File: config.mk
export PLATFORM = sky130hd
export DESIGN_NAME = blood_ph_monitor
export DESIGN_NICKNAME = d
export VERILOG_FILES = /design/src/rtl/blood_ph_monitor.sv
export SDC_FILE = /design/constraint.sdc
export NUM_CORES = 1
export LEC_CHECK = 0
export BUFFER_PORTS_ARGS = -buffer_cell sky130_fd_sc_hd__buf_2
export CAP_MARGIN = 30
export CORE_MARGIN = 2
export CORE_UTILIZATION = 57
export CTS_CLUSTER_SIZE = 16
export DETAILED_ROUTE_END_ITERATION = 10
export PLACE_DENSITY = 0.82
export REMOVE_ABC_BUFFERS = 1
export SYNTH_ARGS = -nofsm -noshare
export SYNTH_HDL_FRONTEND = slang
export SYNTH_SLANG_ARGS = --single-unit
File: constraint.sdc
create_clock -name clk -period 4.85 [get_ports clk]
set_clock_uncertainty 0.2 [all_clocks]
set_input_delay 0.2425 -clock clk [delete_from_list [all_inputs] [get_ports clk]]
set_output_delay 0.2425 -clock clk [all_outputs]
set_load 0.02 [all_outputs]
File: src/rtl/blood_ph_monitor.sv
// rtl/blood_ph_monitor.sv - persistence-filtered blood pH out-of-band alarm
//
// Purpose: classifies each valid pH sample as normal (LOW_TH..HIGH_TH inclusive)
//   or abnormal, and only raises or drops the alarm after PERSIST consecutive
//   samples that disagree with the current alarm status.
// Ports:
//   clk          - rising-edge clock
//   rst          - asynchronous active-high reset
//   sample_valid - bloodPH carries a new sample this cycle
//   bloodPH      - unsigned pH code, PH_W bits
//   clear        - synchronous clear of state and counters (beats sample_valid)
//   abnormalityP - filtered alarm (state ALARM or RECOVER)
//   abnormalityQ - alarm cause: 1 acidic, 0 alkaline; 0 while no alarm
//   state        - FSM code: NORMAL 00, SUSPECT 01, ALARM 10, RECOVER 11
//   alarm_events - saturating count of entries into ALARM from NORMAL/SUSPECT
module blood_ph_monitor #(
  parameter int PH_W    = 4,
  parameter int LOW_TH  = 6,
  parameter int HIGH_TH = 8,
  parameter int PERSIST = 3,
  parameter int EVT_W   = 8
) (
  input  logic             clk,
  input  logic             rst,
  input  logic             sample_valid,
  input  logic [PH_W-1:0]  bloodPH,
  input  logic             clear,
  output logic             abnormalityP,
  output logic             abnormalityQ,
  output logic [1:0]       state,
  output logic [EVT_W-1:0] alarm_events
);

  typedef enum logic [1:0] {
    ST_NORMAL  = 2'b00,
    ST_SUSPECT = 2'b01,
    ST_ALARM   = 2'b10,
    ST_RECOVER = 2'b11
  } state_t;

  localparam logic [PH_W-1:0] LOW_C     = PH_W'(LOW_TH);
  localparam logic [PH_W-1:0] HIGH_C    = PH_W'(HIGH_TH);
  localparam logic [3:0]      PERSIST_C = 4'(PERSIST);

  state_t             st;
  logic [3:0]         run;
  logic [3:0]         run_inc;
  logic               acidic;
  logic               abnormal;
  logic [EVT_W-1:0]   events_sat;

  assign acidic     = bloodPH < LOW_C;
  assign abnormal   = acidic || (bloodPH > HIGH_C);
  assign run_inc    = run + 4'd1;
  // Counter holds at all-ones instead of wrapping.
  assign events_sat = (alarm_events == {EVT_W{1'b1}}) ? alarm_events
                                                      : alarm_events + 1'b1;
  assign state      = st;

  always_ff @(posedge clk or posedge rst) begin
    if (rst) begin
      st           <= ST_NORMAL;
      run          <= 4'd0;
      abnormalityP <= 1'b0;
      abnormalityQ <= 1'b0;
      alarm_events <= '0;
    end else if (clear) begin
      st           <= ST_NORMAL;
      run          <= 4'd0;
      abnormalityP <= 1'b0;
      abnormalityQ <= 1'b0;
      alarm_events <= '0;
    end else if (sample_valid) begin
      case (st)
        ST_NORMAL: begin
          if (abnormal) begin
            if (PERSIST == 1) begin
              st           <= ST_ALARM;
              run          <= 4'd0;
              abnormalityP <= 1'b1;
              abnormalityQ <= acidic;
              alarm_events <= events_sat;
            end else begin
              st  <= ST_SUSPECT;
              run <= 4'd1;
            end
          end
        end
        ST_SUSPECT: begin
          if (abnormal) begin
            if (run_inc == PERSIST_C) begin
              st           <= ST_ALARM;
              run          <= 4'd0;
              abnormalityP <= 1'b1;
              abnormalityQ <= acidic;
              alarm_events <= events_sat;
            end else begin
              run <= run_inc;
            end
          end else begin
            st  <= ST_NORMAL;
            run <= 4'd0;
          end
        end
        ST_ALARM: begin
          if (abnormal) begin
            // Cause tracks the most recent abnormal sample.
            abnormalityQ <= acidic;
          end else if (PERSIST == 1) begin
            st           <= ST_NORMAL;
            run          <= 4'd0;
            abnormalityP <= 1'b0;
            abnormalityQ <= 1'b0;
          end else begin
            st  <= ST_RECOVER;
            run <= 4'd1;
          end
        end
        default: begin  // ST_RECOVER
          if (abnormal) begin
            // Relapse: back to ALARM without counting a new event.
            st           <= ST_ALARM;
            run          <= 4'd0;
            abnormalityQ <= acidic;
          end else if (run_inc == PERSIST_C) begin
            st           <= ST_NORMAL;
            run          <= 4'd0;
            abnormalityP <= 1'b0;
            abnormalityQ <= 1'b0;
          end else begin
            run <= run_inc;
          end
        end
      endcase
    end
  end

endmodule
After elaboration in Yosys (flattened, before gate mapping)
Cells that the tools add are included.

word-level totals
  word-level logic and storage cells = 74
  register bits = 16

operators by class
  order comparisons = 2
  reductions and logical operators = 14
  add/subtract/negate cells = 2
  multiplexer cells = 37
  eq/ne operators = 14

operators by type and width
  cell                   count
  $mux W8                6
  $mux W4                7
  $mux W2                8
  $ne A3 B3 Y1 const B   5
  $reduce_and A5 Y1      3
  $mux W1                12
  $pmux W4 S3            1
  $add A8 B1 Y8 const B  1
  $eq A8 B8 Y1 const B   1
  $reduce_bool A2 Y1     4
  $pmux W2 S3            1
  $reduce_and A6 Y1      1
  $reduce_bool A5 Y1     1
  $add A4 B1 Y4 const B  1
  $eq A4 B2 Y1 const B   1
  $gt A4 B4 Y1 const B   1
  $lt A4 B3 Y1 const B   1
  $ne A2 B2 Y1 const B   2
  $ne A4 B4 Y1 const B   1
  $ne A3 B2 Y1 const B   1
  $pmux W1 S3            1
  $reduce_and A3 Y1      1
  $reduce_bool A3 Y1     1
  $eq A2 B1 Y1 const B   1
  6 further kinds        6

Logic depth before layout (Yosys ltp)
  depth in word-level cells = 7
  gate-level depth with buffers = 8
  mapped depth without buffers = 6

Worst setup path before layout
Ideal clock, no wire load.

  path kind = reg2reg
  start point = register run[0]
  end point = register alarm_events[3]
  library setup time = 0.078 ns
  arrival time = 1.977 ns
  data required time = 4.572 ns
  cell stages (with the launch flop) = 8
  setup slack = 2.595 ns
  period minus slack after synthesis = 2.255 ns
  path buffers = 1
  cells stage by stage = dfrtp_1 -> ha_1 -> nor3_1 -> a41oi_2 -> or2_1 -> buf_6 -> or4_1 -> a21oi_1

on the way
  word-level cells in the longest chain between the ends = 4

RTL lines
  item                          line  RTL
  start: declaration            46    logic [3:0] run;
  start signal: assignment      98    run <= run_inc;
  start signal: assignment      131   run <= run_inc;
  $add A4 B1 Y4                 54    assign run_inc = run + 4'd1;
  $eq A4 B2 Y1                  91    if (run_inc == PERSIST_C) begin
  $reduce_bool A2 Y1 (no line)  -
  $reduce_and A5 Y1 (no line)   -
  end signal: assignment        82    alarm_events <= events_sat;
  end signal: assignment        96    alarm_events <= events_sat;
  end: declaration              31    output logic [EVT_W-1:0] alarm_events

No other way between the ends.
A chain may end at the register's enable or synchronous reset.

Worst setup path after layout
  start point = register run[0]
  end point = register alarm_events[6]

The elaborated chain is that of the path after synthesis.

==> summary.txt <==
Timing
  – Setup TNS: 0 ns
  – Final hold violation count: 0
  – Slew HR: about three fifths
  – Min cycle time layout: ~2.5 ns
  – Max Freq: just under 0.4 GHz
  – Least-Margin Pin Slew: 0.607 ns
  – RSZ-0062 raised after global routing: no
  – Final Max Slew Viols: 0
  – Final setup viols: 0
  – Fin crit share: 52.2%

Final layout
  – Area growth syn-to-layout: 12.9%
  – Share of layout cells above drive strength 1: 19.7%
  – Fin nets: approximately 140
  – Antenna cells: 0
  – Fin cells: 149

Drt
  – Vias per cell: between 6 and 7
  – # DRC: 0
  – Initial DRC Count: 14
  – Post-route ant nets: 0
  – WL final: 2.23 mm
  – DRT Pass-1 Iters: 4
  – Via count: 940
  – DR WL/cell: between 10 and 15 um

Global route
  – Initial antenna violation count: 0
  – GRT Residual Overflow: 0
  – Vias in the first global route: 883
  – Global-route wire length before repair: about 3.8 mm
  – All-Layer GR Usage: around a quarter
  – Largest net degree at the start of global routing: 19

CTS
  – Clock latency at the later pin of the worst-skew pair: 0.29 ns
  – CTS Sinks: 16
  – Max clock buf depth: 2
  – Setup bufs post-CTS: 0
  – Root buffer cell: clkbuf_4
  – CTS Hold Buffers Added: 1
  – H-tree Lvls: 1
  – Cts repair resizes: 0
  – CTS tree: yes
  – Clock-pin slew on the worst setup and hold paths: 0.10 ns
  – Cts bufs inserted: 3

Run status
  – Status: finished clean

Synthesis
  – Synthesized area: between 1000 and 1500 um2
  – Top post-synthesis cells by area: dfrtp_1 (40%), o31ai_1 (5.2%), a21oi_1 (5.0%)
  – Post-Syn Instances: 114
  – Distinct cells, synth: 38
  – Ys flop type: dfrtp_1
  – Yosys top cell area share: roughly two fifths
  – Number of synthesized flops with an enable pin: 0
  – Syn Area/Cell: 8.86 um2
  – Synth Warn #: 0
  – Sequential element share of the synthesized area: 39.7%
  – Async SR Flop Fraction: 100%
  – Number of synthesized register bits: 16
  – Top cell type by total area after synthesis: dfrtp_1

Placed design
  – # port buffers: 19
  – Placed cells: 144
  – DPL Wire Length: 1.62 mm
  – GP Congestion: 0.890

Critical path
  – Type of origin of the critical path: flop
  – Critical-path maximum fanout: 18
  – Worst path required time: 4.87 ns
  – CP Capture Type: flop
  – Crit Path Class: flop to flop
  – Worst Path Arrival: 2.55 ns
  – R2R setup slack: about 2.3 ns

Die
  – Row count: 15
  – Core area: ~1700 um2
  – Horiz. Die Dim: 46.1 um
  – IO Pins: 20
  – Starting density of the core: 59.8%
  – Die area: 2120 um2
  – Die Ht: around 46 um

Power
  – Leak Pwr: 0.514 nW
  – Pwr per Cell Area: approximately 230 nW/um2
  – Worst vdd ir: 0.197 mV

Hold path
  – Worst min path class: input pin to flop

Job
  – MaxCap Viol Count: 0
-- worst max-delay path: stages (launching register included) --
cell and delay (ns):
dfrtp_1 0.46, ha_1 0.27, nor3_1 0.24, a41oi_2 0.10
or2_1 0.46, or4_1 0.57, a21oi_1 0.16
-- kinds of logic after synthesis --
logic type / synth area share [%]
AO/OA/AOI/OAI: 25.3
AND/OR/NAND/NOR: 22.6
adder cells (fa/ha/maj): 4.71
buffers and inverters: 6.94
flip-flops: 39.7
XOR/XNOR: 0.868
-- per-stage QoR --
step	total power [W]	hold WS, ns	setup slack (ns)	util [%]	cell area [um2]
finish	0.000257	0.0579	2.32	67.5	1140
global route	0.000268	0.0957	2.10	67.5	1140
CTS	0.000258	0.0592	2.30	67.5	1140
detailed placement	0.000169	0.153	2.32	64.7	1090
global placement	0.000167	0.139	2.45	64.7	1090
floorplan	0.000157	-0.0438	2.55	-	977
-- report_power, final --
part	leakage, nW	total (W)	switching, W	internal, W
sequential	0.221	0.000139	0.00000377	0.000136
combinational	0.272	0.0000273	0.0000182	0.00000908
clock	0.0210	0.0000906	0.0000448	0.0000458
-- synth_stat cells, types with 3 or more instances --
cell type	count
o21ai_0	7
nor3_1	3
o21a_1	3
a21oi_1	10
nand2_1	7
nand3_1	8
inv_1	10
or4_1	5
o31ai_1	7
ha_1	3
nor2_1	3
dfrtp_1	16
-- layout by cell type (no fill, tap or decap), drive strengths merged, types with 2 or more instances in the layout --
| cell | n |
|---|---|
| inv | 10 |
| nand2b | 2 |
| nand3b | 2 |
| nor2 | 3 |
| and3 | 2 |
| o31ai | 7 |
| nor3 | 3 |
| o21a | 3 |
| ha | 3 |
| or2 | 2 |
| clkbuf | 4 |
| dfrtp | 16 |
| nand2 | 7 |
| buf | 19 |
| o21ai | 8 |
| nand4 | 2 |
| a21oi | 10 |
| or4 | 5 |
| nand3 | 8 |
-- per-layer routing --
layer	vias up	wire length (um)	GRT usage, %
li1	464	-	-
met1	452	1010	30.2
met2	20	1110	43.3
met3	4	83	2.35
met4	0	26	8.57
met5	-	0	0
-- path summary, 6_finish.rpt --
check	from	to	cells past startpoint
max	run[0]	alarm_events[6]	6
min	bloodPH[3]	abnormalityQ	4
max reg2reg	run[0]	alarm_events[6]	6
min reg2reg	abnormalityP	abnormalityP	2
max in group asynchronous	rst	abnormalityQ	3
min in group asynchronous	rst	alarm_events[3]	3
-- final cells by class --
class | count | area (um2)
fill | 140 | 549
multi-input combinational | 82 | 539
sequential | 16 | 400
timing repair buffer | 20 | 105
inverter | 10 | 37.5
clock buffer | 4 | 36.3
tap | 17 | 21.3
-- flip-flops by register name, indices dropped and copies added (netlist names) --
register and count:
run 4, abnormalityP 1, abnormalityQ 1, state 2, alarm_events 8
No activity file was read; power rests on OpenSTA's default activity.
